===== src/rtl/book_update_arbiter_pkg.sv =====
// Shared types and constants for the book update arbiter: message and
// book-level layouts, field offsets and the legal action / entry codes.
package book_update_arbiter_pkg;

  localparam int MSG_W   = 176;
  localparam int LEVEL_W = 128;

  // Bit offsets of each field inside the 176-bit message (MSB first layout).
  localparam int PRICE_LSB  = 0;
  localparam int QTY_LSB    = 64;
  localparam int NORD_LSB   = 96;
  localparam int ETYPE_LSB  = 128;
  localparam int ACTION_LSB = 136;
  localparam int SECID_LSB  = 144;

  // Requester indices shared by the arbiter and the top level.
  localparam int REQ_PARSER = 0;
  localparam int REQ_HOST   = 1;

  typedef enum logic [7:0] {
    ACT_NEW    = 8'd0,
    ACT_CHANGE = 8'd1,
    ACT_DELETE = 8'd2
  } action_e;

  typedef enum logic [7:0] {
    ENTRY_BID = 8'd0,
    ENTRY_ASK = 8'd1
  } entry_e;

  // Action and entry type stay raw bytes: illegal codes must be representable.
  typedef struct packed {
    logic [31:0] security_id;
    logic [7:0]  action;
    logic [7:0]  entry_type;
    logic [31:0] num_orders;
    logic [31:0] quantity;
    logic [63:0] price;
  } msg_t;

  typedef struct packed {
    logic [31:0] num_orders;
    logic [31:0] quantity;
    logic [63:0] price;
  } level_t;

  // A message is forwarded only if both codes are ones the order book knows.
  function automatic logic msg_legal(input msg_t m);
    logic [MSG_W-1:0] raw;
    raw = m;
    return (raw[ACTION_LSB +: 8] <= ACT_DELETE) && (raw[ETYPE_LSB +: 8] <= ENTRY_ASK);
  endfunction

endpackage


===== src/rtl/book_update_arbiter_rr_arb2.sv =====
// Two-requester round-robin arbiter: a lone requester always wins, on a tie
// the pointer decides (0 = parser, 1 = host). Purely combinational.
module rr_arb2
  import book_update_arbiter_pkg::*;
(
  input  logic [1:0] req,
  input  logic       ptr,
  output logic [1:0] grant
);

  // One-hot grant selection from request pattern and pointer.
  always_comb begin
    // NOTE: grant gets a default first so no latch is inferred on any path.
    grant = 2'b00;
    case (req)
      2'b01:   grant[REQ_PARSER] = 1'b1;
      2'b10:   grant[REQ_HOST]   = 1'b1;
      2'b11: begin
        if (ptr) grant[REQ_HOST]   = 1'b1;
        else     grant[REQ_PARSER] = 1'b1;
      end
      default: grant = 2'b00;
    endcase
  end

endmodule


===== src/rtl/book_update_arbiter.sv =====
// Arbitrates parser and host updates into the order book, strobes each legal
// update, waits for the book to settle and captures a top-of-book snapshot.
module book_update_arbiter
  import book_update_arbiter_pkg::*;
#(
  parameter int SETTLE_CYCLES = 1,
  parameter int SEQ_W         = 16
) (
  input  logic             clk,
  input  logic             reset,
  input  logic             enable,
  input  logic             p_valid,
  output logic             p_ready,
  input  msg_t             p_msg,
  input  logic             h_valid,
  output logic             h_ready,
  input  msg_t             h_msg,
  output logic             ob_message_ready,
  output msg_t             ob_msg,
  input  level_t           best_bid,
  input  level_t           best_ask,
  output logic             snap_valid,
  output level_t           snap_bid,
  output level_t           snap_ask,
  output logic [SEQ_W-1:0] snap_seq,
  output logic [SEQ_W-1:0] msg_count,
  output logic [SEQ_W-1:0] drop_count
);

  typedef enum logic [1:0] {IDLE, ISSUE, SETTLE, CAPTURE} state_e;

  localparam logic [3:0] SETTLE_LOAD = 4'(SETTLE_CYCLES - 1);

  state_e           state_q, state_d;
  logic             ptr_q, ptr_d;
  msg_t             ob_msg_q, ob_msg_d;
  logic [3:0]       settle_cnt_q, settle_cnt_d;
  logic             snap_valid_q, snap_valid_d;
  level_t           snap_bid_q, snap_bid_d;
  level_t           snap_ask_q, snap_ask_d;
  logic [SEQ_W-1:0] snap_seq_q, snap_seq_d;
  logic [SEQ_W-1:0] msg_count_q, msg_count_d;
  logic [SEQ_W-1:0] drop_count_q, drop_count_d;

  logic [1:0] arb_grant;
  logic       grant_ok;
  logic       issue_strobe;

  rr_arb2 u_arb (
    .req   ({h_valid, p_valid}),
    .ptr   (ptr_q),
    .grant (arb_grant)
  );

  // Handshakes only open in IDLE with enable high and never while in reset.
  assign grant_ok = (state_q == IDLE) && enable && !reset;
  assign p_ready  = grant_ok && arb_grant[REQ_PARSER];
  assign h_ready  = grant_ok && arb_grant[REQ_HOST];

  // Next-state and datapath updates for the grant / issue / settle / capture cycle.
  always_comb begin
    state_d      = state_q;
    ptr_d        = ptr_q;
    ob_msg_d     = ob_msg_q;
    settle_cnt_d = settle_cnt_q;
    snap_valid_d = 1'b0;
    snap_bid_d   = snap_bid_q;
    snap_ask_d   = snap_ask_q;
    snap_seq_d   = snap_seq_q;
    msg_count_d  = msg_count_q;
    drop_count_d = drop_count_q;
    issue_strobe = 1'b0;
    case (state_q)
      IDLE: begin
        if (grant_ok && (arb_grant != 2'b00)) begin
          ob_msg_d = arb_grant[REQ_HOST] ? h_msg : p_msg;
          ptr_d    = ~ptr_q;
          state_d  = ISSUE;
        end
      end
      ISSUE: begin
        if (msg_legal(ob_msg_q)) begin
          issue_strobe = 1'b1;
          msg_count_d  = msg_count_q + 1'b1;
          settle_cnt_d = SETTLE_LOAD;
          state_d      = SETTLE;
        end else begin
          drop_count_d = drop_count_q + 1'b1;
          state_d      = IDLE;
        end
      end
      SETTLE: begin
        if (settle_cnt_q == 4'd0) state_d = CAPTURE;
        else                      settle_cnt_d = settle_cnt_q - 4'd1;
      end
      CAPTURE: begin
        snap_bid_d   = best_bid;
        snap_ask_d   = best_ask;
        snap_valid_d = 1'b1;
        snap_seq_d   = snap_seq_q + 1'b1;
        state_d      = IDLE;
      end
      default: state_d = IDLE;
    endcase
  end

  // State and datapath registers with synchronous reset.
  always_ff @(posedge clk) begin
    // NOTE: non-blocking assignments so every flop samples pre-edge values.
    if (reset) begin
      state_q      <= IDLE;
      ptr_q        <= 1'b0;
      ob_msg_q     <= '0;
      settle_cnt_q <= '0;
      snap_valid_q <= 1'b0;
      snap_bid_q   <= '0;
      snap_ask_q   <= '0;
      snap_seq_q   <= '0;
      msg_count_q  <= '0;
      drop_count_q <= '0;
    end else begin
      state_q      <= state_d;
      ptr_q        <= ptr_d;
      ob_msg_q     <= ob_msg_d;
      settle_cnt_q <= settle_cnt_d;
      snap_valid_q <= snap_valid_d;
      snap_bid_q   <= snap_bid_d;
      snap_ask_q   <= snap_ask_d;
      snap_seq_q   <= snap_seq_d;
      msg_count_q  <= msg_count_d;
      drop_count_q <= drop_count_d;
    end
  end

  assign ob_message_ready = issue_strobe && !reset;
  assign ob_msg           = ob_msg_q;
  assign snap_valid       = snap_valid_q;
  assign snap_bid         = snap_bid_q;
  assign snap_ask         = snap_ask_q;
  assign snap_seq         = snap_seq_q;
  assign msg_count        = msg_count_q;
  assign drop_count       = drop_count_q;

endmodule


===== config.mk =====
export PLATFORM = sky130hd
export DESIGN_NAME = book_update_arbiter
export DESIGN_NICKNAME = d
export VERILOG_FILES = /design/src/rtl/book_update_arbiter_pkg.sv /design/src/rtl/book_update_arbiter_rr_arb2.sv /design/src/rtl/book_update_arbiter.sv
export SDC_FILE = /design/constraint.sdc
export NUM_CORES = 1
export LEC_CHECK = 0
export BUFFER_PORTS_ARGS = -buffer_cell sky130_fd_sc_hd__buf_4
export CAP_MARGIN = 20
export CORE_AREA = 2 2 428 430
export DETAILED_ROUTE_END_ITERATION = 10
export DIE_AREA = 0 0 430 432
export GPL_ROUTABILITY_DRIVEN = 0
export GPL_TIMING_DRIVEN = 0
export MAX_ROUTING_LAYER = met4
export PLACE_DENSITY = 0.38
export SLEW_MARGIN = 20
export SYNTH_ARGS = -nofsm -noshare
export SYNTH_HDL_FRONTEND = slang
export SYNTH_SLANG_ARGS = --single-unit

===== constraint.sdc =====
create_clock -name clk -period 5.8 [get_ports clk]
set_input_delay 0.58 -clock clk [delete_from_list [all_inputs] [get_ports clk]]
set_output_delay 0.58 -clock clk [all_outputs]
set_load 0.02 [all_outputs]

======== Yosys cells after proc, flatten, opt, wreduce, memory -nomap -nowiden ========
Index checks and enable logic that the tools add are counted.
operators by class
  add/subtract/negate cells ............... 4
  order comparisons ....................... 2
  eq/ne operators ......................... 10
  mux-type cells .......................... 15
  bitwise gates (word level) .............. 2
  reductions and logical operators ........ 17
operators by type and width
  cell                   number
  $mux 176               1
  $add 16x1->16 const B  3
  $eq 2x2->1 const B     4
  $le 8x1->1 const B     1
  $le 8x2->1 const B     1
  $mux 4                 2
  $pmux 2 s4             1
  $pmux 4 s2             1
  $reduce_and 2->1       4
  $logic_and 1x1->1      7
  $mux 2                 3
  $ne 2x2->1 const B     3
  $mux 1                 5
  $eq 2x1->1 const B     2
  $logic_not 4->1        1
  $pmux 1 s2             2
  $reduce_bool 2->1      2
  $sub 4x1->4 const B    1
  $reduce_and 3->1       1
  $logic_not 2->1        1
  $ne 2x1->1 const B     1
  $not 1->1              2
  $logic_not 1->1        1
storage, ports and cells
  flip-flop bits (word level) ............. 488
  input bits .............................. 613
  output and inout bits ................... 484
  word-level logic and storage cells ...... 69

======== Logic depth before layout (Yosys ltp) ========
  depth in word-level cells ............... 6
  depth in mapped cells ................... 8
  gate-level depth less buffers ........... 6

======== Cells and area by module ========
Synthesis repeated with hierarchy kept, for this count alone.
unflattened totals
  cell total of the unflattened synthesis .. 1941
  area, all modules ....................... 19296.0 um2
modules (own cells, without submodules)
  module               instances  cells each  area an instance (um2)  sequential area each (um2)
  book_update_arbiter  1          1938        19277.2                 9769.4
  rr_arb2              1          3           18.8                    0.0

======== Least setup slack after synthesis ========
OpenSTA, ideal clock, no wires.
  kind .................................... in2out
  from .................................... input port reset
  to ...................................... output port ob_message_ready
  data arrival time ....................... 1.644 ns
  setup slack ............................. 3.576 ns
  stages on the path ...................... 4
  buffers on the path ..................... 3
  cell sequence ........................... clkbuf_1 clkbuf_1 clkbuf_1 nor3_1
between the ends
  longest elaborated chain between the ends .. 2
ends and longest elaborated chain
  what               RTL line                    text
  start, declared    book_update_arbiter.sv:10   input logic reset,
  $logic_not 1->1    book_update_arbiter.sv:135  assign ob_message_ready = issue_strobe && !reset;
  $logic_and 1x1->1  book_update_arbiter.sv:135
  end, declared      book_update_arbiter.sv:18   output logic ob_message_ready,
No other way between the ends.

======== Worst setup path after layout ========
Ends and elaborated chain as after synthesis.

==> summary.md <==
| Metric | Value |
|---|---|
| FF-to-FF Start | `state_q[0]` |
| Syn-to-layout area delta | `69.3%` |
| Syn. warnings | `0` |
| Initial antenna violation count | `27` |
| Crit path to | `ob_message_ready` |
| Total track usage | `12.7%` |
| Post-synthesis simple-gate area fraction | `12.9%` |
| EDFF count, synth | `0` |
| Post-layout min period | `3.45 ns` |
| Final instance area | `33000 um2` |
| Via density | `3.42` |
| Unrepaired setup endpoints after global routing | `no` |
| Critical path class | `in -> out` |
| Clock sinks | `488` |
| Dpl hpwl | `101000 um` |
| Cell taking the most area after synthesis | `dfxtp_1` |
| Final hold vios | `0` |
| Core footprint | `182000 um2` |
| Largest net degree at the start of global routing | `12` |
| Hold_buf cts | `0` |
| Pleak | `14.1 nW` |
| Share of layout cells above drive strength 1 | `41.2%` |
| Sequential-to-total area share from yosys stat | `50.2%` |
| Top delay family on crit path | `buffers and inverters` |
| Die area | `186000 um2` |
| First-pass GRT wire length | `158000 um` |
| Worst endpoint data arrival time | `2.87 ns` |
| Number of detailed-route iterations in the first pass | `5` |
| Mapped Cells | `1952` |
| Mux share of post-synthesis cell area | `23.3%` |
| Syn_nets | `2574` |
| Fmax | `290 MHz` |
| Vias in the first global route | `19000` |
| Tcrit/Tclk final | `59.5%` |
| Largest cells by area after synthesis | `dfxtp_1, mux2i_1, nor2_1, a211oi_1, buf_2` |
| CP Max Fanout | `10` |
| Rel. slew slack | `29.4%` |
| Mapped Area | `19500 um2` |
| Final wirelength | `121000 um` |
| Die W | `430 um` |
| Synth top area share | `50.2%` |
| Fillers | `20300` |
| TritonCTS clock tree | `yes` |
| Num CTS Buffers | `69` |
| Max Buffers Root-to-Sink | `3` |
| Largest family of logic cells by synthesized area | `multiplexers` |
| Net count reported at finish | `3740` |
| Starting density of the core | `10.7%` |
| WL per Instance | `21.7 um` |
| Most used cell, CP | `clkbuf_1` |
| H-Tree Depth | `3` |
| Post-route ant nets | `0` |
| Final Setup Violations | `0` |
| Via count | `19000` |
| Storage cell area | `9770 um2` |
| Max_cap viols | `0` |
| Status | `finished, final reports clean` |
| DR DRC count | `0` |
| Post-DP Area | `30700 um2` |
| Worst endpoint required time | `5.22 ns` |
| Post-synthesis adder-cell area fraction | `0.578%` |
| Post-CTS setup buffers | `0` |
| Flop-to-flop setup slack | `2.53 ns` |
| Clock-pin slew on the worst setup and hold paths | `0.06 ns` |
| Count leader, synth | `dfxtp_1` |
| Top_reg_cell synth | `dfxtp_1` |
| Final TNS setup | `0 ns` |
| Critical path depth | `5` |
| Crit path largest cell delay | `0.73 ns` |
| Layout Cells excl Fill | `5558` |
| Compound-gate portion of the synthesized area | `8.46%` |
| Resized cells post-CTS | `0` |
| # IOs | `1097` |
| Clk_lat worst skew | `0.67 ns` |
| Reg2Reg Depth | `8` |
| FP Rows | `157` |
| Yosys reg bits | `488` |
| Reg2reg end | `ob_msg[106]` |
| Slowest stage cell, crit path | `clkbuf_1` |
| Die H | `432 um` |
| Root buffer cell | `clkbuf_16` |
| Maximum vdd drop | `168 uV` |
| Placed Instances | `5432` |
| Synth top cells by count | `dfxtp_1, nor2_1, mux2i_1` |
| Worst Hold Class | `in -> reg` |
| Synthesized area per cell | `9.97 um2` |
| Post-route clock skew | `0.0252 ns` |
| Worst Max-Slew Pin Slew | `1.06 ns` |
| Unique cell type count in the Yosys netlist | `45` |
| Crit path from | `reset` |
| Critical path launch point type | `input pin` |
| Port Buffers | `1095` |
| 1st-iter DRT viols | `795` |
| Multi-input logic area | `8930 um2` |
| GRT overflow | `0` |
| Post-Synth XOR/XNOR Area | `0.585%` |
| WP buf/inv | `4` |
| Share of flip-flops with an asynchronous set or reset | `0%` |
| CP endpoint kind | `output pin` |
| PwrDens | `280 nW/um2` |
| Final Max Tran Viols | `0` |
| CP cell instances | `clkbuf_1 > clkbuf_2 > clkbuf_1 > nor3_1 > buf_4` |
-- per-layer routing --
| metal | GRT usage, % | vias to the layer above | wire length, um |
|---|---|---|---|
| li1 | - | 9185 | - |
| met1 | 13.2 | 8992 | 44800 |
| met2 | 22.1 | 684 | 61900 |
| met3 | 4.35 | 141 | 9500 |
| met4 | 4.92 | 0 | 4380 |
| met5 | - | - | 0 |
-- registers in the layout, summed over array words and instances, names as in the netlist, named ones only --
register and flops:
snap_bid 128, settle_cnt_q 4, snap_valid 1, ptr_q 1, ob_msg 176, state_q 1, drop_count 16, msg_count 16
snap_seq 16, snap_ask 128
-- stage by stage --
step                worst slack [ns]  utilization (%)  hold slack [ns]  total power, mW
floorplan                       3.58                -            0.474             4.18
finish                          2.35             18.1            0.136             9.24
global placement                1.20             16.9            0.477             5.02
global route                    1.99             18.1           0.0779             9.64
detailed placement              1.96             16.9            0.482             5.02
CTS                             1.98             18.1           0.0440             9.45
-- worst register-to-register path: cells and delay by family (launching register included) --
kind                     cells  cell delay, ns
AO/OA/AOI/OAI                1            0.12
adder cells (fa/ha/maj)      1            0.38
buffers and inverters        4            1.69
flip-flops                   1            0.32
AND/OR/NAND/NOR              2            0.61
-- worst min-delay path by stage --
stage,from,endpoint,slack (ns),cells after the start
after global placement,snap_ask[55],snap_ask[55],0.48,2
final,best_bid[60],snap_bid[60],0.14,3
after detailed placement,snap_ask[79],snap_ask[79],0.48,2
after CTS,best_bid[62],snap_bid[62],0.04,3
after floorplan,settle_cnt_q[2],settle_cnt_q[2],0.47,2
after global routing,best_ask[79],snap_ask[79],0.08,3
-- cell type report --
| cell class | count | area share (%) |
|---|---|---|
| Sequential cell | 488 | 29.6 |
| Inverter | 14 | 0.159 |
| Tap cell | 2385 | 9.05 |
| Buffer | 156 | 2.21 |
| Antenna cell | 8 | 0.0607 |
| Clock buffer | 93 | 5.82 |
| Timing Repair Buffer | 1095 | 24.9 |
| Clock inverter | 25 | 1.02 |
| Multi-Input combinational cell | 1294 | 27.1 |
-- placed cells by master, fill, tap and decap left out, drive strengths merged, types with 14 or more instances in the layout --
cell	instances
a21oi	20
inv	21
nand3	15
a211oi	179
nand2	14
nor2b	16
nor2	474
clkbuf	158
mux2	18
nand4	14
dfxtp	488
buf	1186
mux2i	433
-- kinds of logic (layout without fill, tap and decap cells) --
kind of cell | after synthesis | after routing
multiplexers | 451 | 451
AND/OR/NAND/NOR | 593 | 593
other | 0 | 8
buffers and inverters | 170 | 1383
adder cells (fa/ha/maj) | 9 | 9
AO/OA/AOI/OAI | 228 | 228
flip-flops | 488 | 488
XOR/XNOR | 13 | 13
-- report_power, final --
part / switching, mW / total, mW / leakage (nW) / internal [mW]
sequential: 0.0793 / 3.55 / 3.96 / 3.47
clock: 1.76 / 4.32 / 1.09 / 2.56
combinational: 0.768 / 1.38 / 9.05 / 0.611
Note: power is estimated with default switching activity, not from simulation.
